**src/rtl/pipe_hazard_ctrl_pkg.sv**
```systemverilog
// Shared types for the RV32I pipeline stage controller: forwarding selects
// and stage indices used to pick the branch resolve point.
package pipe_hazard_ctrl_pkg;

    typedef enum logic [1:0] {
        FWD_RF  = 2'b00,
        FWD_MEM = 2'b01,
        FWD_WB  = 2'b10
    } fwd_sel_t;

    typedef enum logic [2:0] {
        ST_IF  = 3'd0,
        ST_ID  = 3'd1,
        ST_EX  = 3'd2,
        ST_MEM = 3'd3,
        ST_WB  = 3'd4
    } pipe_stage_t;

endpackage

```
**src/rtl/pipe_hazard_ctrl_if.sv**
```systemverilog
// Hazard-control bundle between the pipeline datapath (master) and the
// stage controller (slave).
interface pipe_hazard_ctrl_if #(
    parameter int REG_AW = 5,
    parameter int CNT_W  = 32
);
    import pipe_hazard_ctrl_pkg::*;

    logic              inst_read, inst_resp;
    logic              data_read, data_write, data_resp;
    logic [REG_AW-1:0] id_rs1, id_rs2;
    logic              id_use_rs1, id_use_rs2;
    logic [REG_AW-1:0] ex_rd, mem_rd, wb_rd;
    logic              ex_wr, mem_wr, wb_wr;
    logic              ex_is_load;
    logic              redirect;
    logic              load_pc, load_decode, load_execute, load_memory, load_writeback;
    logic              valid_d, valid_e, valid_m, valid_wb;
    fwd_sel_t          fwd_a_sel, fwd_b_sel;
    logic [CNT_W-1:0]  stall_cnt, flush_cnt;

    modport master (
        output inst_read, inst_resp, data_read, data_write, data_resp,
               id_rs1, id_rs2, id_use_rs1, id_use_rs2,
               ex_rd, mem_rd, wb_rd, ex_wr, mem_wr, wb_wr, ex_is_load, redirect,
        input  load_pc, load_decode, load_execute, load_memory, load_writeback,
               valid_d, valid_e, valid_m, valid_wb, fwd_a_sel, fwd_b_sel,
               stall_cnt, flush_cnt
    );

    modport slave (
        input  inst_read, inst_resp, data_read, data_write, data_resp,
               id_rs1, id_rs2, id_use_rs1, id_use_rs2,
               ex_rd, mem_rd, wb_rd, ex_wr, mem_wr, wb_wr, ex_is_load, redirect,
        output load_pc, load_decode, load_execute, load_memory, load_writeback,
               valid_d, valid_e, valid_m, valid_wb, fwd_a_sel, fwd_b_sel,
               stall_cnt, flush_cnt
    );

endinterface

```
**src/rtl/pipe_hazard_ctrl_fwd_select.sv**
```systemverilog
// Per-operand EX forwarding mux select: nearest valid producer wins, x0 never forwards.
module fwd_select
    import pipe_hazard_ctrl_pkg::*;
#(
    parameter int REG_AW = 5
) (
    input  logic [REG_AW-1:0] src,
    input  logic [REG_AW-1:0] mem_rd,
    input  logic              mem_wr,
    input  logic              mem_valid,
    input  logic [REG_AW-1:0] wb_rd,
    input  logic              wb_wr,
    input  logic              wb_valid,
    output fwd_sel_t          sel
);

    always_comb begin
        sel = FWD_RF;
        if (src != '0) begin
            if (mem_valid && mem_wr && (src == mem_rd))
                sel = FWD_MEM;
            else if (wb_valid && wb_wr && (src == wb_rd))
                sel = FWD_WB;
        end
    end

endmodule

```
**src/rtl/pipe_hazard_ctrl.sv**
```systemverilog
// Stage controller for the 5-stage RV32I pipe: valid tracking, load enables,
// cache-miss freeze, load-use bubbles, redirect squash, forwarding, perf counters.
module pipe_hazard_ctrl
    import pipe_hazard_ctrl_pkg::*;
#(
    parameter int REG_AW         = 5,
    parameter bit FWD_EN         = 1'b1,
    parameter int REDIRECT_STAGE = 3,
    parameter int CNT_W          = 32
) (
    input  logic               clk,
    input  logic               rst,
    pipe_hazard_ctrl_if.slave  bus
);

    if (REDIRECT_STAGE != int'(ST_EX) && REDIRECT_STAGE != int'(ST_MEM)) begin : g_bad_stage
        $fatal(1, "pipe_hazard_ctrl: REDIRECT_STAGE must be 2 (EX) or 3 (MEM)");
    end

    logic              valid_d, valid_e, valid_m, valid_wb;
    logic [REG_AW-1:0] ex_rs1, ex_rs2;
    logic [CNT_W-1:0]  stall_cnt, flush_cnt;
    logic              freeze, luse, resolver_valid, take_redirect, take_luse;
    logic              ex_prod, mem_prod, wb_prod;
    logic              load_pc, load_decode, load_rest;
    fwd_sel_t          fwd_a, fwd_b;

    function automatic logic src_hit(input logic [REG_AW-1:0] rs, input logic en,
                                     input logic [REG_AW-1:0] rd);
        return en && (rs == rd);
    endfunction

    assign ex_prod  = valid_e  && bus.ex_wr  && (bus.ex_rd  != '0);
    assign mem_prod = valid_m  && bus.mem_wr && (bus.mem_rd != '0);
    assign wb_prod  = valid_wb && bus.wb_wr  && (bus.wb_rd  != '0);

    assign freeze = (bus.inst_read && !bus.inst_resp) ||
                    ((bus.data_read || bus.data_write) && !bus.data_resp);

    // With forwarding only a load in EX can't be bypassed; without it any in-flight writer interlocks.
    always_comb begin
        luse = 1'b0;
        if (FWD_EN) begin
            luse = ex_prod && bus.ex_is_load &&
                   (src_hit(bus.id_rs1, bus.id_use_rs1, bus.ex_rd) ||
                    src_hit(bus.id_rs2, bus.id_use_rs2, bus.ex_rd));
        end else begin
            luse = (ex_prod  && (src_hit(bus.id_rs1, bus.id_use_rs1, bus.ex_rd)  ||
                                 src_hit(bus.id_rs2, bus.id_use_rs2, bus.ex_rd)))  ||
                   (mem_prod && (src_hit(bus.id_rs1, bus.id_use_rs1, bus.mem_rd) ||
                                 src_hit(bus.id_rs2, bus.id_use_rs2, bus.mem_rd))) ||
                   (wb_prod  && (src_hit(bus.id_rs1, bus.id_use_rs1, bus.wb_rd)  ||
                                 src_hit(bus.id_rs2, bus.id_use_rs2, bus.wb_rd)));
        end
    end

    assign resolver_valid = (REDIRECT_STAGE == int'(ST_MEM)) ? valid_m : valid_e;
    assign take_redirect  = !freeze && bus.redirect && resolver_valid;
    assign take_luse      = !freeze && !take_redirect && luse;

    always_comb begin
        load_pc     = 1'b1;
        load_decode = 1'b1;
        load_rest   = 1'b1;
        if (freeze) begin
            load_pc     = 1'b0;
            load_decode = 1'b0;
            load_rest   = 1'b0;
        end else if (take_luse) begin
            load_pc     = 1'b0;
            load_decode = 1'b0;
        end
    end

    always_ff @(posedge clk) begin
        if (rst) begin
            valid_d  <= 1'b0;
            valid_e  <= 1'b0;
            valid_m  <= 1'b0;
            valid_wb <= 1'b0;
        end else if (freeze) begin
            valid_d  <= valid_d;
        end else if (take_redirect) begin
            // Squash everything younger than the resolver; the resolver itself retires.
            valid_d  <= 1'b0;
            valid_e  <= 1'b0;
            valid_m  <= (REDIRECT_STAGE == int'(ST_MEM)) ? 1'b0 : valid_e;
            valid_wb <= valid_m;
        end else if (take_luse) begin
            valid_e  <= 1'b0;
            valid_m  <= valid_e;
            valid_wb <= valid_m;
        end else begin
            valid_d  <= 1'b1;
            valid_e  <= valid_d;
            valid_m  <= valid_e;
            valid_wb <= valid_m;
        end
    end

    // EX-stage source indices follow the instruction into EX for forwarding.
    always_ff @(posedge clk) begin
        if (rst) begin
            ex_rs1 <= '0;
            ex_rs2 <= '0;
        end else if (load_rest) begin
            ex_rs1 <= bus.id_rs1;
            ex_rs2 <= bus.id_rs2;
        end
    end

    always_ff @(posedge clk) begin
        if (rst) begin
            stall_cnt <= '0;
            flush_cnt <= '0;
        end else begin
            if ((freeze || take_luse) && (stall_cnt != '1))
                stall_cnt <= stall_cnt + 1'b1;
            if (take_redirect && (flush_cnt != '1))
                flush_cnt <= flush_cnt + 1'b1;
        end
    end

    fwd_select #(.REG_AW(REG_AW)) u_fwd_a (
        .src(ex_rs1), .mem_rd(bus.mem_rd), .mem_wr(bus.mem_wr), .mem_valid(valid_m),
        .wb_rd(bus.wb_rd), .wb_wr(bus.wb_wr), .wb_valid(valid_wb), .sel(fwd_a)
    );

    fwd_select #(.REG_AW(REG_AW)) u_fwd_b (
        .src(ex_rs2), .mem_rd(bus.mem_rd), .mem_wr(bus.mem_wr), .mem_valid(valid_m),
        .wb_rd(bus.wb_rd), .wb_wr(bus.wb_wr), .wb_valid(valid_wb), .sel(fwd_b)
    );

    assign bus.fwd_a_sel      = FWD_EN ? fwd_a : FWD_RF;
    assign bus.fwd_b_sel      = FWD_EN ? fwd_b : FWD_RF;
    assign bus.load_pc        = load_pc;
    assign bus.load_decode    = load_decode;
    assign bus.load_execute   = load_rest;
    assign bus.load_memory    = load_rest;
    assign bus.load_writeback = load_rest;
    assign bus.valid_d        = valid_d;
    assign bus.valid_e        = valid_e;
    assign bus.valid_m        = valid_m;
    assign bus.valid_wb       = valid_wb;
    assign bus.stall_cnt      = stall_cnt;
    assign bus.flush_cnt      = flush_cnt;

endmodule

```
**src/flat_wrapper.sv**
```systemverilog
// flat-port wrapper written by rule: the top's interface ports become plain ports
module pipe_hazard_ctrl_flat import pipe_hazard_ctrl_pkg::*;
#(
    parameter int REG_AW         = 5,
    parameter bit FWD_EN         = 1'b1,
    parameter int REDIRECT_STAGE = 3,
    parameter int CNT_W          = 32
)
  (clk, rst, bus_inst_read, bus_inst_resp, bus_data_read, bus_data_write, bus_data_resp, bus_id_rs1, bus_id_rs2, bus_id_use_rs1, bus_id_use_rs2, bus_ex_rd, bus_mem_rd, bus_wb_rd, bus_ex_wr, bus_mem_wr, bus_wb_wr, bus_ex_is_load, bus_redirect, bus_load_pc, bus_load_decode, bus_load_execute, bus_load_memory, bus_load_writeback, bus_valid_d, bus_valid_e, bus_valid_m, bus_valid_wb, bus_fwd_a_sel, bus_fwd_b_sel, bus_stall_cnt, bus_flush_cnt);
  pipe_hazard_ctrl_if #(.REG_AW(REG_AW), .CNT_W(CNT_W)) bus_i ();
  input  logic clk;
  input  logic rst;
  input wire logic [$bits(bus_i.inst_read)-1:0] bus_inst_read;
  input wire logic [$bits(bus_i.inst_resp)-1:0] bus_inst_resp;
  input wire logic [$bits(bus_i.data_read)-1:0] bus_data_read;
  input wire logic [$bits(bus_i.data_write)-1:0] bus_data_write;
  input wire logic [$bits(bus_i.data_resp)-1:0] bus_data_resp;
  input wire logic [$bits(bus_i.id_rs1)-1:0] bus_id_rs1;
  input wire logic [$bits(bus_i.id_rs2)-1:0] bus_id_rs2;
  input wire logic [$bits(bus_i.id_use_rs1)-1:0] bus_id_use_rs1;
  input wire logic [$bits(bus_i.id_use_rs2)-1:0] bus_id_use_rs2;
  input wire logic [$bits(bus_i.ex_rd)-1:0] bus_ex_rd;
  input wire logic [$bits(bus_i.mem_rd)-1:0] bus_mem_rd;
  input wire logic [$bits(bus_i.wb_rd)-1:0] bus_wb_rd;
  input wire logic [$bits(bus_i.ex_wr)-1:0] bus_ex_wr;
  input wire logic [$bits(bus_i.mem_wr)-1:0] bus_mem_wr;
  input wire logic [$bits(bus_i.wb_wr)-1:0] bus_wb_wr;
  input wire logic [$bits(bus_i.ex_is_load)-1:0] bus_ex_is_load;
  input wire logic [$bits(bus_i.redirect)-1:0] bus_redirect;
  output wire logic [$bits(bus_i.load_pc)-1:0] bus_load_pc;
  output wire logic [$bits(bus_i.load_decode)-1:0] bus_load_decode;
  output wire logic [$bits(bus_i.load_execute)-1:0] bus_load_execute;
  output wire logic [$bits(bus_i.load_memory)-1:0] bus_load_memory;
  output wire logic [$bits(bus_i.load_writeback)-1:0] bus_load_writeback;
  output wire logic [$bits(bus_i.valid_d)-1:0] bus_valid_d;
  output wire logic [$bits(bus_i.valid_e)-1:0] bus_valid_e;
  output wire logic [$bits(bus_i.valid_m)-1:0] bus_valid_m;
  output wire logic [$bits(bus_i.valid_wb)-1:0] bus_valid_wb;
  output wire logic [$bits(bus_i.fwd_a_sel)-1:0] bus_fwd_a_sel;
  output wire logic [$bits(bus_i.fwd_b_sel)-1:0] bus_fwd_b_sel;
  output wire logic [$bits(bus_i.stall_cnt)-1:0] bus_stall_cnt;
  output wire logic [$bits(bus_i.flush_cnt)-1:0] bus_flush_cnt;
  assign bus_i.inst_read = bus_inst_read;
  assign bus_i.inst_resp = bus_inst_resp;
  assign bus_i.data_read = bus_data_read;
  assign bus_i.data_write = bus_data_write;
  assign bus_i.data_resp = bus_data_resp;
  assign bus_i.id_rs1 = bus_id_rs1;
  assign bus_i.id_rs2 = bus_id_rs2;
  assign bus_i.id_use_rs1 = bus_id_use_rs1;
  assign bus_i.id_use_rs2 = bus_id_use_rs2;
  assign bus_i.ex_rd = bus_ex_rd;
  assign bus_i.mem_rd = bus_mem_rd;
  assign bus_i.wb_rd = bus_wb_rd;
  assign bus_i.ex_wr = bus_ex_wr;
  assign bus_i.mem_wr = bus_mem_wr;
  assign bus_i.wb_wr = bus_wb_wr;
  assign bus_i.ex_is_load = bus_ex_is_load;
  assign bus_i.redirect = bus_redirect;
  assign bus_load_pc = bus_i.load_pc;
  assign bus_load_decode = bus_i.load_decode;
  assign bus_load_execute = bus_i.load_execute;
  assign bus_load_memory = bus_i.load_memory;
  assign bus_load_writeback = bus_i.load_writeback;
  assign bus_valid_d = bus_i.valid_d;
  assign bus_valid_e = bus_i.valid_e;
  assign bus_valid_m = bus_i.valid_m;
  assign bus_valid_wb = bus_i.valid_wb;
  assign bus_fwd_a_sel = bus_i.fwd_a_sel;
  assign bus_fwd_b_sel = bus_i.fwd_b_sel;
  assign bus_stall_cnt = bus_i.stall_cnt;
  assign bus_flush_cnt = bus_i.flush_cnt;
  pipe_hazard_ctrl #(.REG_AW(REG_AW), .FWD_EN(FWD_EN), .REDIRECT_STAGE(REDIRECT_STAGE), .CNT_W(CNT_W)) u_core (.clk(clk), .rst(rst), .bus(bus_i));
endmodule
```
**config.mk**
```make
export PLATFORM = sky130hd
export DESIGN_NAME = pipe_hazard_ctrl_flat
export DESIGN_NICKNAME = d
export VERILOG_FILES = /design/src/rtl/pipe_hazard_ctrl_pkg.sv /design/src/rtl/pipe_hazard_ctrl_if.sv /design/src/rtl/pipe_hazard_ctrl_fwd_select.sv /design/src/rtl/pipe_hazard_ctrl.sv /design/src/flat_wrapper.sv
export SDC_FILE = /design/constraint.sdc
export NUM_CORES = 1
export LEC_CHECK = 0
export BUFFER_PORTS_ARGS = -buffer_cell sky130_fd_sc_hd__buf_2
export CAP_MARGIN = 5
export CELL_PAD_IN_SITES_DETAIL_PLACEMENT = 0
export CELL_PAD_IN_SITES_GLOBAL_PLACEMENT = 2
export CORE_UTILIZATION = 32
export DETAILED_ROUTE_END_ITERATION = 6
export GPL_TIMING_DRIVEN = 0
export MAX_ROUTING_LAYER = met4
export PLACE_DENSITY_LB_ADDON = 0.1
export SYNTH_ARGS = -nofsm -noshare
export SYNTH_HDL_FRONTEND = slang
export SYNTH_SLANG_ARGS = --single-unit
export TNS_END_PERCENT = 5
```
**constraint.sdc**
```tcl
create_clock -name clk -period 4.29 [get_ports clk]
set_input_delay 0.6435 -clock clk [delete_from_list [all_inputs] [get_ports clk]]
set_output_delay 0.6435 -clock clk [all_outputs]
set_load 0.05 [all_outputs]
```
After elaboration in Yosys (flattened, before gate mapping)
Index checks and enable logic that the tools add are counted.
- register bits: 78
- bits in latches: 0
- memory bits (writable): 0
- memory bits (read-only): 0
- bits of input ports: 39
- output and inout bits: 77
- word-level logic and storage cells: 66
- memories kept: 0
- $add $sub $neg: 2
- multipliers: 0
- div/mod/pow operators: 0
- magnitude comparators: 0
- equal/unequal tests: 9
- shift-type cells: 0
- multiplexer cells: 14
- bitwise logic cells: 1
- reduce and logical (&&, ||, !) cells: 32
- operators with widths (cell ; count):
    $add A32 B1 Y32 const B ; 2
    $ne A32 B32 Y1 const B ; 2
    $eq A5 B5 Y1 ; 6
    $logic_and A1 B1 Y1 ; 20
    $reduce_bool A5 Y1 ; 3
    $mux W2 ; 6
    $mux W1 ; 8
    $logic_not A1 Y1 ; 4
    $logic_or A1 B1 Y1 ; 4
    $ne A2 B1 Y1 const B ; 1
    $reduce_and A2 Y1 ; 1
    $not A1 Y1 ; 1

Depth between registers and ports, before layout
Gate-level depths: netlist of run 1.
- depth after elaboration: 11
- gate-level depth with buffers: 9
- gate-level depth less buffers: 8

Modules after synthesis
A second synthesis of run 1 with hierarchy kept.
- cells, all modules: 522
- area total of the unflattened synthesis: 4317.9 um^2
- modules (own cells, without submodules) (module ; times used ; cells each ; area an instance (um^2)):
    pipe_hazard_ctrl ; 1 ; 482 ; 4032.6
    fwd_select ; 2 ; 20 ; 142.6

Worst setup path after synthesis of run 1
OpenSTA, ideal clock, no wires.
- kind: input to output
- from: input bus_ex_rd[0]
- to: output bus_load_pc
- data arrival time: 2.345 ns
- required time: 3.647 ns
- slack: 1.301 ns
- stages on the path: 7
- cell sequence: or4_1 o2111ai_2 a21oi_2 a21o_4 inv_2 buf_2 buf_4
- word-level cells in the longest chain between the ends: 7
- elaborated cells between the ends (all ways): 12
- RTL lines (what ; RTL line ; text):
    start, declared ; flat_wrapper.sv:22 ; input wire logic [$bits(bus_i.ex_rd)-1:0] bus_ex_rd;
    $eq A5 B5 Y1 / $reduce_bool A5 Y1 (equally long branches) ; pipe_hazard_ctrl.sv:30, pipe_hazard_ctrl.sv:33 ;
    $logic_and A1 B1 Y1, on equally long branches ; pipe_hazard_ctrl.sv:30, pipe_hazard_ctrl.sv:33 ;
    $logic_or A1 B1 Y1 / $logic_and A1 B1 Y1 (equally long branches) ; pipe_hazard_ctrl.sv:45, pipe_hazard_ctrl.sv:44 ;
    $logic_and A1 B1 Y1 (*) ; pipe_hazard_ctrl.sv:44 ; luse = ex_prod && bus.ex_is_load &&
    $logic_and A1 B1 Y1 (*) ; pipe_hazard_ctrl.sv:59 ; assign take_luse = !freeze && !take_redirect && luse;
    $mux W1 (*) (2 in series) ; -- ;
    end, declared ; flat_wrapper.sv:30 ; output wire logic [$bits(bus_i.load_pc)-1:0] bus_load_pc;
Mark *: on every way between the ends. The rest lies on a longest branch, timed or not.

Worst setup path after layout of run 1
- from: input bus_ex_rd[0]
- to: output bus_load_pc
- word-level cells in the longest chain between the ends: 7
- elaborated cells between the ends (all ways): 12
- RTL lines (what ; RTL line ; text):
    $eq A5 B5 Y1 / $reduce_bool A5 Y1 (equally long branches) ; pipe_hazard_ctrl.sv:30, pipe_hazard_ctrl.sv:33 ;
    $logic_and A1 B1 Y1, on equally long branches ; pipe_hazard_ctrl.sv:30, pipe_hazard_ctrl.sv:33 ;
    $logic_or A1 B1 Y1 / $logic_and A1 B1 Y1 (equally long branches) ; pipe_hazard_ctrl.sv:45, pipe_hazard_ctrl.sv:44 ;
    $logic_and A1 B1 Y1 (*) ; pipe_hazard_ctrl.sv:44 ;
    $logic_and A1 B1 Y1 (*) ; pipe_hazard_ctrl.sv:59 ;
    $mux W1 (*) ; pipe_hazard_ctrl.sv:69 ; end else if (take_luse) begin
    $mux W1 (*) ; pipe_hazard_ctrl.sv:65 ; if (freeze) begin
Marks and branches as above.

==> metrics.md, run 1 <==
| Metric | Value |
|---|---|
| Status | `complete, no violations` |
| Row count | `40` |
| Clk Latency, worst-skew pair | `roughly 0.34 ns` |
| Dpl cells | `between 700 and 800` |
| Die width | `between 100 and 150 um` |
| Final slew viol count | `0` |
| Compound-Gate Fraction of Synth Area | `just under 8%` |
| Final Cell Area | `roughly 5000 um^2` |
| FILL cells | `1318` |
| Maximum clock path buffer count | `2` |
| Setup crit end kind | `output port` |
| Final worst-path cycle share | `~76%` |
| CTS clock-pin slew for the worst setup and hold paths | `0.06 ns` |
| Worst Path Required | `~3.7 ns` |
| Number of hold buffers added after CTS | `0` |
| Avg Inst Size Synth | `8.40 um^2` |
| Mux cell area share after synthesis | `around 1.2%` |
| Share of layout cells above drive strength 1 | `25.0%` |
| Cell Area, Placed | `~4800 um^2` |
| DIE AREA | `around 13000 um^2` |
| IO Count | `approximately 120` |
| ANT cells | `0` |
| VDD IR max | `approximately 0.13 mV` |
| Mapped Area | `between 3000 and 4000 um^2` |
| Setup Fix Bufs, Post-CTS | `0` |
| Power share of the clock group | `43.5%` |
| Rel. slew slack | `49.7%` |
| Reg2reg setup slack | `approximately 1.7 ns` |
| Fin nets | `642` |
| Routability cong. | `~0.77` |
| Synth Area in Simple Gates | `31.0%` |
| # Max-Cap Violations | `0` |
| Top-count cell post-synth | `dfxtp_1` |
| DPL Wire Length | `8310 um` |
| Worst-margin pin slew | `0.747 ns` |
| DR DRC count | `0` |
| Unrepaired setup endpoints after global routing | `no` |
| Post-synthesis async set-or-reset flop share | `0%` |
| Vias | `about 3800` |
| Post-synthesis adder-cell area fraction | `less than 1%` |
| Psw | `around 0.00041 W` |
| Routed vias/inst | `between 4 and 5` |
| Yosys cell types | `between 50 and 60` |
| Power per cell area | `318 nW/um^2` |
| H-tree Lvls | `3` |
| CTS buffer count | `9` |
| Met2 Usage GRT | `28.0%` |
| Top cells by count, synth | `dfxtp_1, nor2_1, nand2_1, xnor2_1, xor2_1` |
| Setup TNS | `0 ns` |
| Reg power frac | `a little under half` |
| Share of the synthesized area in the top cell type | `39.0%` |
| GRT overflow | `0` |
| Number of synthesized flops with an enable pin | `0` |
| Pwr Total | `around 0.0016 W` |
| WP data arrival | `roughly 2.6 ns` |
| R2R depth | `9` |
| Worst Hold Margin | `around 0.5 ns` |
| WS Path Type | `primary input to output port` |
| GR peak layer | `met2` |
| Non-filler instance count after layout | `~770` |
| Yosys warns | `0` |
| Cell count after synthesis | `about 480` |
| First drt pass iteration count | `4` |
| Hold Crit Depth | `2` |
| CP Max Fanout | `11` |
| Yosys reg bits | `78` |
| # resized after CTS | `0` |
| Internal power | `about 0.0012 W` |
| GR Util met3 | `around 3.6%` |
| Max Clock Skew | `approximately 0.0072 ns` |
| Die Ht | `~110 um` |
| Post-Route WL | `approximately 11000 um` |
| Post-Syn Nets | `517` |
| Vias in the first global route | `3363` |
| Initial core utilization | `between 30% and 40%` |
| Final hold violation count | `0` |
| Initial antenna violation count | `0` |
| XOR/XNOR share of the synthesized area | `between 10% and 20%` |
| Crit path cell chain | `buf_2, or4_1, o2111ai_2, a21oi_2, a21o_4, inv_2, buf_2, buf_4, buf_2` |
| Largest family of logic cells by synthesized area | `simple AND/OR/NAND/NOR gates` |
| Initial detailed-routing violation count | `~120` |
| Total clock sinks | `78` |
| Largest net degree at the start of global routing | `13` |
| Hold Crit Class | `flip-flop to flip-flop` |
| Logic pwr share | `9.8%` |
| Most used cell, CP | `buf_2` |
| CP max-delay cell | `or4_1` |
| Slowest stage delay, CP | `around 0.53 ns` |
| Tot GR Track Use | `17.9%` |
| Antenna Nets Post-Route | `0` |
| Pleak | `just over 2 nW` |
| GR Util met1 | `22.4%` |
| Largest area contributor in the netlist | `dfxtp_1` |
| Min Tclk post-route | `~3.2 ns` |
| TritonCTS clock tree | `built` |
| Peak Freq | `between 0.3 and 0.4 GHz` |
| Prevailing post-synth register cell | `dfxtp_1` |
| First-pass GRT wire length | `17300 um` |
| IO buf count | `approximately 110` |
| Net Sw Frac | `25.6%` |
| Synth top area cells | `dfxtp_1, xnor2_1, xor2_1, nor2_1, nand2_1` |
| Area of the core | `approximately 12000 um^2` |
| Register area share after synthesis | `39.0%` |
| CP Launch Type | `primary input` |
| WL/cell | `around 14 um` |
| Area grow syn2layout | `26.0%` |
| Clk root buf | `clkbuf_16` |
| Setup Viol. Count Final | `0` |
[power by group through the flow]
stage,clock [W],combinational (W),sequential (W)
floorplan,0,0.0000890,0.000776
global route,0.000752,0.000171,0.000751
global placement,0,0.000158,0.000765
detailed placement,0,0.000158,0.000766
CTS,0.000718,0.000159,0.000749
finish,0.000698,0.000157,0.000749
[final cells by class]
class,count,area (um^2),area share [%]
plain buffers,18,88.8,1.76
clock buffers,13,250,4.97
clock inverters,1,7.51,0.149
inverters,4,15.0,0.298
multi-input cells,376,2330,46.3
flip-flops and latches,78,1560,31.0
well taps,168,210,4.17
repair buffers,114,571,11.3
[final timing paths]
| kind | to | start |
|---|---|---|
| setup / recovery | bus_load_pc | bus_ex_rd[0] |
| hold / removal | u_core.bus.valid_e$_SDFFE_PP0P_ | u_core.bus.valid_d$_SDFFE_PP0P_ |
| setup reg to reg | u_core.bus.stall_cnt[0]$_SDFFE_PP0P_ | u_core.bus.stall_cnt[0]$_SDFFE_PP0P_ |
| hold reg to reg | u_core.bus.valid_e$_SDFFE_PP0P_ | u_core.bus.valid_d$_SDFFE_PP0P_ |
[per-stage QoR]
stage               utilization [%]  worst slack (ns)
floorplan                         -              1.30
detailed placement             39.5              1.01
finish                         41.6              1.05
global route                   41.6             0.934
global placement               39.5              1.02
CTS                            41.6              1.00
[cells in the final DEF, fill, tap and decap left out, types with 3 or more instances in the layout]
| cell type | netlist | final |
|---|---|---|
| buf_2 | 2 | 116 |
| dfxtp_1 | 78 | 78 |
| nor2_1 | 73 | 73 |
| nand2_1 | 56 | 56 |
| xnor2_1 | 46 | 46 |
| xor2_1 | 35 | 35 |
| nand4_1 | 24 | 24 |
| nand3_1 | 22 | 22 |
| a21oi_1 | 21 | 21 |
| nor3_1 | 20 | 20 |
| clkbuf_1 | 12 | 15 |
| and4_1 | 9 | 9 |
| clkbuf_16 | 0 | 9 |
| and3_1 | 8 | 8 |
| or4_1 | 5 | 5 |
| o21ai_0 | 5 | 5 |
| or3_1 | 3 | 3 |
| nor2b_1 | 3 | 3 |
| nor4b_1 | 3 | 3 |
| buf_4 | 3 | 3 |
[logic make-up (layout without fill, tap and decap cells)]
group | Yosys count | count (layout)
AOI/OAI and AO/OA | 44 | 44
xor gates and xnor gates | 81 | 81
adders and majority gates | 2 | 2
buffers and inverters | 22 | 150
DFF | 78 | 78
muxes | 4 | 4
and+or+nand+nor | 245 | 245
[routing by layer]
metal | vias to the layer above | wire length (um)
met3 | 15 | 536
met2 | 89 | 5090
li1 | 1901 | -
met4 | 0 | 191
met1 | 1759 | 5220
met5 | - | 0
[registers in the layout, summed over array words and instances, names as in the netlist]
name and flops:
u_core.bus.valid_e 1, u_core.bus.valid_m 1, u_core.bus.valid_d 1, u_core.bus.flush_cnt 32, u_core.bus.stall_cnt 32, u_core.ex_rs2 5, u_core.ex_rs1 5, u_core.bus.valid_wb 1
[critical path: cells and delay by family]
kind            cells  cell delay (ns)
compound gates      3             0.55
buf+inv             5             0.88
simple gates        1             0.53
Power figures use the tool's default switching activity.
==> inputs of run 2 (changes only) <==
--- a/config.mk
+++ b/config.mk
@@ -9,7 +9,7 @@
 export CAP_MARGIN = 5
 export CELL_PAD_IN_SITES_DETAIL_PLACEMENT = 0
 export CELL_PAD_IN_SITES_GLOBAL_PLACEMENT = 2
-export CORE_UTILIZATION = 32
+export CORE_UTILIZATION = 27
 export DETAILED_ROUTE_END_ITERATION = 6
 export GPL_TIMING_DRIVEN = 0
 export MAX_ROUTING_LAYER = met4
==> constraint.sdc (replaced) <==
create_clock -name clk -period 2.7 [get_ports clk]
set_input_delay 0.405 -clock clk [delete_from_list [all_inputs] [get_ports clk]]
set_output_delay 0.405 -clock clk [all_outputs]
set_load 0.05 [all_outputs]
==> metrics.md, run 2 (synthesis results as in run 1) <==
| Metric | Value |
|---|---|
| Status | `complete, no violations` |
| DIE AREA | `15300 um^2 (+18%)` |
| First drt pass iteration count | `4 (unchanged)` |
| Slowest stage delay, CP | `0.53 ns (about the same)` |
| DR WL met2 | `5280 um (+3.7%)` |
| Crit path cell chain | `buf_2, or4_1, o2111ai_2, a21oi_2, a21o_4, inv_4, buf_4, buf_2` |
| Final worst-path cycle share | `between 90% and 100%` |
| Row count | `44 (+10%)` |
| IO Count | `116 (unchanged)` |
| Fin worst setup slack | `0.125 ns (-0.922 ns)` |
| Final slew viol count | `0 (unchanged)` |
| Hold Crit Class | `primary input to flip-flop` |
| Vias in the first global route | `3472 (+3.2%)` |
| CTS buffer count | `9 (unchanged)` |
| WP data arrival | `2.17 ns (-0.43 ns)` |
| Routed vias/inst | `4.68 (-3.9%)` |
| Most used cell, CP | `buf_2` |
| CP max-delay cell | `or4_1` |
| Tot GR Track Use | `16.4% (-1.5 points)` |
| FILL cells | `1569 (+19%)` |
| Die Ht | `124 um (+8.7%)` |
| VDD IR max | `0.256 mV (+90%)` |
| Initial antenna violation count | `2 (+2)` |
| Min Tclk post-route | `2.58 ns` |
| Largest net degree at the start of global routing | `15 (+2)` |
| IO buf count | `114 (unchanged)` |
| GRT overflow | `0 (unchanged)` |
| # Max-Cap Violations | `0 (unchanged)` |
| CP Max Fanout | `14 (+3)` |
| WL met3 | `530 um (-1.1%)` |
| Maximum clock path buffer count | `2 (unchanged)` |
| Register area | `1560 um^2 (unchanged)` |
| Multi-input logic area | `2340 um^2 (+0.38%)` |
| DR DRC count | `0 (unchanged)` |
| Share of layout cells above drive strength 1 | `25.7% (+0.66 points)` |
| Area of the core | `14500 um^2 (+20%)` |
| Max Clock Skew | `0.00457 ns (-0.00263 ns)` |
| Setup crit end kind | `output port` |
| Final hold violation count | `0 (unchanged)` |
| Regs by FF count | `u_core.bus.flush_cnt: 32 flops, u_core.bus.stall_cnt: 32 flops` |
| Setup Fix Bufs, Post-CTS | `0 (unchanged)` |
| Commonest non-fill, non-tap cells in the layout | `buf_2, dfxtp_1, nor2_1, nand2_1, xnor2_1` |
| Initial core utilization | `27.6% (-5.4 points)` |
| Routability cong. | `0.776 (+0.12%)` |
| Die width | `124 um (+8.7%)` |
| Pwr Total | `0.00266 W (+66%)` |
| Rel. slew slack | `47.2% (-2.4 points)` |
| Initial detailed-routing violation count | `134 (+16%)` |
| Fin nets | `641 (-0.16%)` |
| Peak Freq | `a little under 0.4 GHz` |
| Highest Signal Layer | `met4` |
| Clk root buf | `clkbuf_16` |
| H-tree Lvls | `3 (unchanged)` |
| CTS clock-pin slew for the worst setup and hold paths | `0.06 ns (about the same)` |
| Total clock sinks | `78 (unchanged)` |
| Antenna Nets Post-Route | `0 (unchanged)` |
| Clk Latency, worst-skew pair | `0.34 ns (about the same)` |
| Pleak | `2.05 nW (+1.8%)` |
| Unrepaired setup endpoints after global routing | `no` |
| First-pass GRT wire length | `18500 um (+7.2%)` |
| Vias | `3700 (-1.7%)` |
| Area grow syn2layout | `27.6%` |
| Fin util | `35.2% (-6.4 points)` |
| Power per cell area | `522 nW/um^2 (+64%)` |
| Worst-margin pin slew | `0.783 ns (+0.0362 ns)` |
| DPL Wire Length | `8910 um (+7.2%)` |
| WL met1 | `5680 um (+8.7%)` |
| Post-Route WL | `11600 um (+5.4%)` |
| Setup Viol. Count Final | `0 (unchanged)` |
| WS Path Type | `primary input to output port` |
| Place WS | `-0.141 ns (-1.15 ns)` |
| CP Launch Type | `primary input` |
| TritonCTS clock tree | `built` |
| Worst Path Required | `2.30 ns (-1.35 ns)` |
| Leading cell type in the layout, fill and taps excluded | `buf_2` |
| WL/cell | `14.7 um (+3.0%)` |
## run 2: cell count changes in the layout (fill, tap and decap cells not counted), sizes merged
cell / change
buf: -1
bufinv: +1
clkbuf: -2
clkinv: +2
diode: +2
## run 2: final cells by class
class | count | area share [%]
multi-input combinational | 376 | 45.9
sequential | 78 | 30.6
timing repair buffer | 114 | 11.2
clock buffer | 11 | 4.76
tap | 184 | 4.51
buffer | 17 | 1.67
clock inverter | 4 | 0.932
inverter | 4 | 0.343
antenna | 2 | 0.0981
## run 2: worst paths after layout
check	startpoint	endpoint	slack (ns)	depth (start not counted)
worst max-delay path	bus_ex_rd[0]	bus_load_pc	0.12	8
worst min-delay path	bus_id_rs2[1]	u_core.ex_rs2[1]$_SDFFE_PP0P_	0.34	3
worst max register to register	u_core.bus.stall_cnt[0]$_SDFFE_PP0P_	u_core.bus.stall_cnt[31]$_SDFFE_PP0P_	0.19	9
worst min register to register	u_core.bus.valid_d$_SDFFE_PP0P_	u_core.bus.valid_e$_SDFFE_PP0P_	0.49	2
## run 2: stage by stage
| stage | std cells | hold slack [ns] | instance area [um^2] | setup TNS [ns] |
|---|---|---|---|---|
| 3_3_place_gp | 774 | 0.475 | 4800 | -0.173 |
| 3_5_place_dp | 774 | 0.483 | 4800 | -0.203 |
| 2_1_floorplan | 476 | 0.479 | 4000 | 0 |
| 4_1_cts | 788 | 0.324 | 5090 | 0 |
| 6_report | 790 | 0.335 | 5100 | 0 |
| 5_1_grt | 790 | 0.334 | 5100 | 0 |
## run 2: what timing repair did
item,CTS,global route
cloned,0,0
gates resized for setup,1,4
hold buffers,0,0
setup endpoints to repair,2,11
endpoints found under the hold margin,0,0
## run 2: where the power goes
group,internal (W),switching (W),total [W]
logic,0.0000902,0.000161,0.000251
clock network,0.000734,0.000485,0.00122
registers,0.00117,0.0000235,0.00119
## run 2: per-layer routing
metal,GRT usage [%],up-vias
met5,-,-
met4,5.87,0
met3,3.48,12
met2,24.8,82
met1,21.4,1707
li1,-,1899
## run 2: worst max-delay path: cells and delay by family
kind | cells | cell delay (ns)
buffers and inverters | 4 | 0.67
AND/OR/NAND/NOR | 1 | 0.53
AO/OA/AOI/OAI | 3 | 0.55
==> inputs of run 3 (changes only) <==
--- a/config.mk
+++ b/config.mk
@@ -16,5 +16,6 @@
 export PLACE_DENSITY_LB_ADDON = 0.1
 export SYNTH_ARGS = -nofsm -noshare
 export SYNTH_HDL_FRONTEND = slang
+export SYNTH_HIERARCHICAL = 1
 export SYNTH_SLANG_ARGS = --single-unit
 export TNS_END_PERCENT = 5
==> metrics.md, run 3 <==
| Metric | Value |
|---|---|
| Status | `complete, no violations` |
| Yosys cell types | `52 (-7.1%)` |
| Largest net degree at the start of global routing | `14 (-1)` |
| Mapped Area | `4320 um^2 (+8.0%)` |
| Regs by FF count | `u_core/bus.flush_cnt: 32 flops, u_core/bus.stall_cnt: 32 flops` |
| Reg power frac | `41.1% (-3.7 points)` |
| FILL cells | `1656 (+5.5%)` |
| Top cells by count, synth | `dfxtp_1, a21oi_1, nand2_1, xnor2_1, nand3_1` |
| Psw | `0.000696 W (+4.0%)` |
| Routability cong. | `0.767 (-1.1%)` |
| CP Max Fanout | `11 (-3)` |
| Clk Latency, worst-skew pair | `0.33 ns (about the same)` |
| Initial antenna violation count | `0 (-2)` |
| Maximum clock path buffer count | `2 (unchanged)` |
| Post-Syn Nets | `563 (+8.9%)` |
| Multi-input logic area | `2540 um^2 (+8.6%)` |
| Min Tclk post-route | `2.58 ns (+0.000569 ns)` |
| Net Sw Frac | `24.1% (-1.1 points)` |
| Worst-margin pin slew | `0.913 ns (+0.130 ns)` |
| Setup Viol. Count Final | `0 (unchanged)` |
| Clk root buf | `clkbuf_16` |
| Worst Path Required | `2.30 ns (about the same)` |
| Routed vias/inst | `5.08 (+8.5%)` |
| Yosys warns | `6 (+6)` |
| Row count | `45 (+2.3%)` |
| Number of synthesized flops with an enable pin | `0 (unchanged)` |
| IO buf count | `114 (unchanged)` |
| Rel. slew slack | `38.6% (-8.6 points)` |
| Total clock sinks | `78 (unchanged)` |
| Post-Route WL | `14100 um (+21%)` |
| Reg2reg setup slack | `0.24 ns (+0.05 ns)` |
| Share of layout cells above drive strength 1 | `25.8% (+0.14 points)` |
| Peak Freq | `0.388 GHz (about the same)` |
| Post-synthesis async set-or-reset flop share | `0% (unchanged)` |
| VDD IR max | `0.245 mV (-4.3%)` |
| Number of hold buffers added after CTS | `0 (unchanged)` |
| IO Count | `116 (unchanged)` |
| First drt pass iteration count | `4 (unchanged)` |
| DIE AREA | `16500 um^2 (+7.8%)` |
| DR DRC count | `0 (unchanged)` |
| DPL Wire Length | `10300 um (+15%)` |
| Register area share after synthesis | `36.2% (-2.9 points)` |
| Top-count cell post-synth | `dfxtp_1` |
| Largest area contributor in the netlist | `dfxtp_1` |
| CP Launch Type | `primary input` |
| WP data arrival | `2.17 ns (about the same)` |
| CTS clock-pin slew for the worst setup and hold paths | `0.06 ns (about the same)` |
| GRT overflow | `0 (unchanged)` |
| Area grow syn2layout | `28.1%` |
| Die width | `128 um (+3.8%)` |
| TritonCTS clock tree | `built` |
| Register area | `1560 um^2 (unchanged)` |
| Initial core utilization | `28.0% (+0.37 points)` |
| Tot GR Track Use | `17.8% (+1.4 points)` |
| Pleak | `2.06 nW (+0.73%)` |
| WL/cell | `16.2 um (+10%)` |
| Setup crit end kind | `output port` |
| Cell count after synthesis | `522 (+9.7%)` |
| Prevailing post-synth register cell | `dfxtp_1` |
| Internal power | `0.00220 W (+10%)` |
| CTS buffer count | `9 (unchanged)` |
| Final worst-path cycle share | `95.4% (about the same)` |
| Fin nets | `691 (+7.8%)` |
| Synth top area cells | `dfxtp_1, xnor2_1, a21oi_1, nand2_1, nand3_1` |
| H-tree Lvls | `3 (unchanged)` |
| Final slew viol count | `0 (unchanged)` |
| Logic pwr share | `9.7% (+0.3 points)` |
| Vias | `4399 (+19%)` |
| Final hold violation count | `0 (unchanged)` |
| Share of the synthesized area in the top cell type | `36.2% (-2.9 points)` |
| Unrepaired setup endpoints after global routing | `no` |
| Power share of the clock group | `49.3% (+3.5 points)` |
| Die Ht | `128 um (+3.8%)` |
| Initial detailed-routing violation count | `168 (+25%)` |
| Leading cell type in the layout, fill and taps excluded | `buf_2` |
| Area of the core | `15400 um^2 (+6.6%)` |
| Power per cell area | `523 nW/um^2 (+0.30%)` |
| Antenna Nets Post-Route | `0 (unchanged)` |
| Worst Hold Margin | `0.328 ns (-0.00743 ns)` |
| Max Clock Skew | `0.00860 ns (+0.00403 ns)` |
| Commonest non-fill, non-tap cells in the layout | `buf_2, dfxtp_1, a21oi_1, nand2_1, xnor2_1` |
| Yosys reg bits | `78 (unchanged)` |
| # Max-Cap Violations | `0 (unchanged)` |
| First-pass GRT wire length | `22000 um (+19%)` |
| Hold Crit Class | `primary input to flip-flop` |
| Dpl cells | `847 (+9.4%)` |
| Non-filler instance count after layout | `866 (+9.6%)` |
| Avg Inst Size Synth | `8.27 um^2 (-1.5%)` |
| Vias in the first global route | `4153 (+20%)` |
| WS Path Type | `primary input to output port` |
| ANT cells | `0 (-2)` |
## run 3: cell types whose count changed in the layout (fill, tap and decap cells not counted), moves of 7 or more
cell	before	now
xnor2_1	46	39
o31ai_1	2	24
or4_1	5	24
nand3_1	22	37
o21ai_0	5	15
or3_1	3	14
a21oi_1	21	55
xor2_1	35	7
nor2_1	72	35
## run 3: kinds of logic (layout without fill, tap and decap cells)
logic type,after synthesis,count (layout),share of synthesized area (%)
XOR/XNOR,46,46,9.33
adder cells (fa/ha/maj),2,2,0.579
flip-flops,78,78,36.2
multiplexers,3,3,1.04
buffers and inverters,38,171,4.93
AO/OA/AOI/OAI,110,110,15.5
AND/OR/NAND/NOR,245,245,32.5
## run 3: area by class of cell
class	count	share of cell area [%]
multi-input combinational	406	46.0
sequential	78	28.2
timing repair buffer	117	10.8
tap	211	4.77
clock buffer	10	4.32
buffer	29	3.32
clock inverter	6	1.97
inverter	9	0.656
## run 3: metrics by stage
stage	area [um^2]	util, %	setup TNS [ns]	setup slack (ns)	power, W
3_3_place_gp	5150	33.4	-0.464	-0.273	0.00149
5_1_grt	5530	35.9	0	0.00974	0.00303
2_1_floorplan	4320	-	0	0.135	0.00139
4_1_cts	5530	35.9	0	0.0691	0.00295
3_5_place_dp	5150	33.4	-0.470	-0.278	0.00149
6_report	5530	35.9	0	0.124	0.00289
## run 3: worst paths after layout
kind	start	endpoint	cells after the start
setup / recovery	bus_data_write	bus_load_pc	11
hold / removal	bus_id_rs1[0]	u_core/ex_rs1[0]$_SDFFE_PP0P_	3
setup reg to reg	u_core/bus.stall_cnt[0]$_SDFFE_PP0P_	u_core/bus.stall_cnt[9]$_SDFFE_PP0P_	9
hold reg to reg	u_core/bus.stall_cnt[30]$_SDFFE_PP0P_	u_core/bus.stall_cnt[30]$_SDFFE_PP0P_	2
## run 3: timing repair
action	in CTS	in global routing
gates resized for setup	3	0
cloned	0	0
endpoints found under the setup margin	2	24
pin swaps	1	2
buffers inserted	3	0
## run 3: power groups by stage
stage / clock network (W) / logic, W / registers, W
3_5_place_dp: 0 / 0.000271 / 0.00122
3_3_place_gp: 0 / 0.000270 / 0.00122
6_report: 0.00143 / 0.000280 / 0.00119
2_1_floorplan: 0 / 0.000156 / 0.00123
5_1_grt: 0.00153 / 0.000305 / 0.00119
4_1_cts: 0.00147 / 0.000282 / 0.00119
## run 3: worst max-delay path, stage by stage
cell and delay, ns:
buf_2 0.09, o21ba_2 0.23, or2_1 0.20, buf_4 0.17, inv_4 0.08, nand3_4 0.16, a31oi_4 0.23, buf_6 0.15
buf_6 0.15, buf_4 0.11, buf_4 0.18
## run 3: layer usage
metal | wire, um | global-route usage [%] | up-vias
li1 | - | - | 2197
met1 | 7010 | 23.5 | 2115
met2 | 6500 | 27.5 | 80
met3 | 428 | 2.79 | 7
met4 | 124 | 6.51 | 0
met5 | 0 | - | -
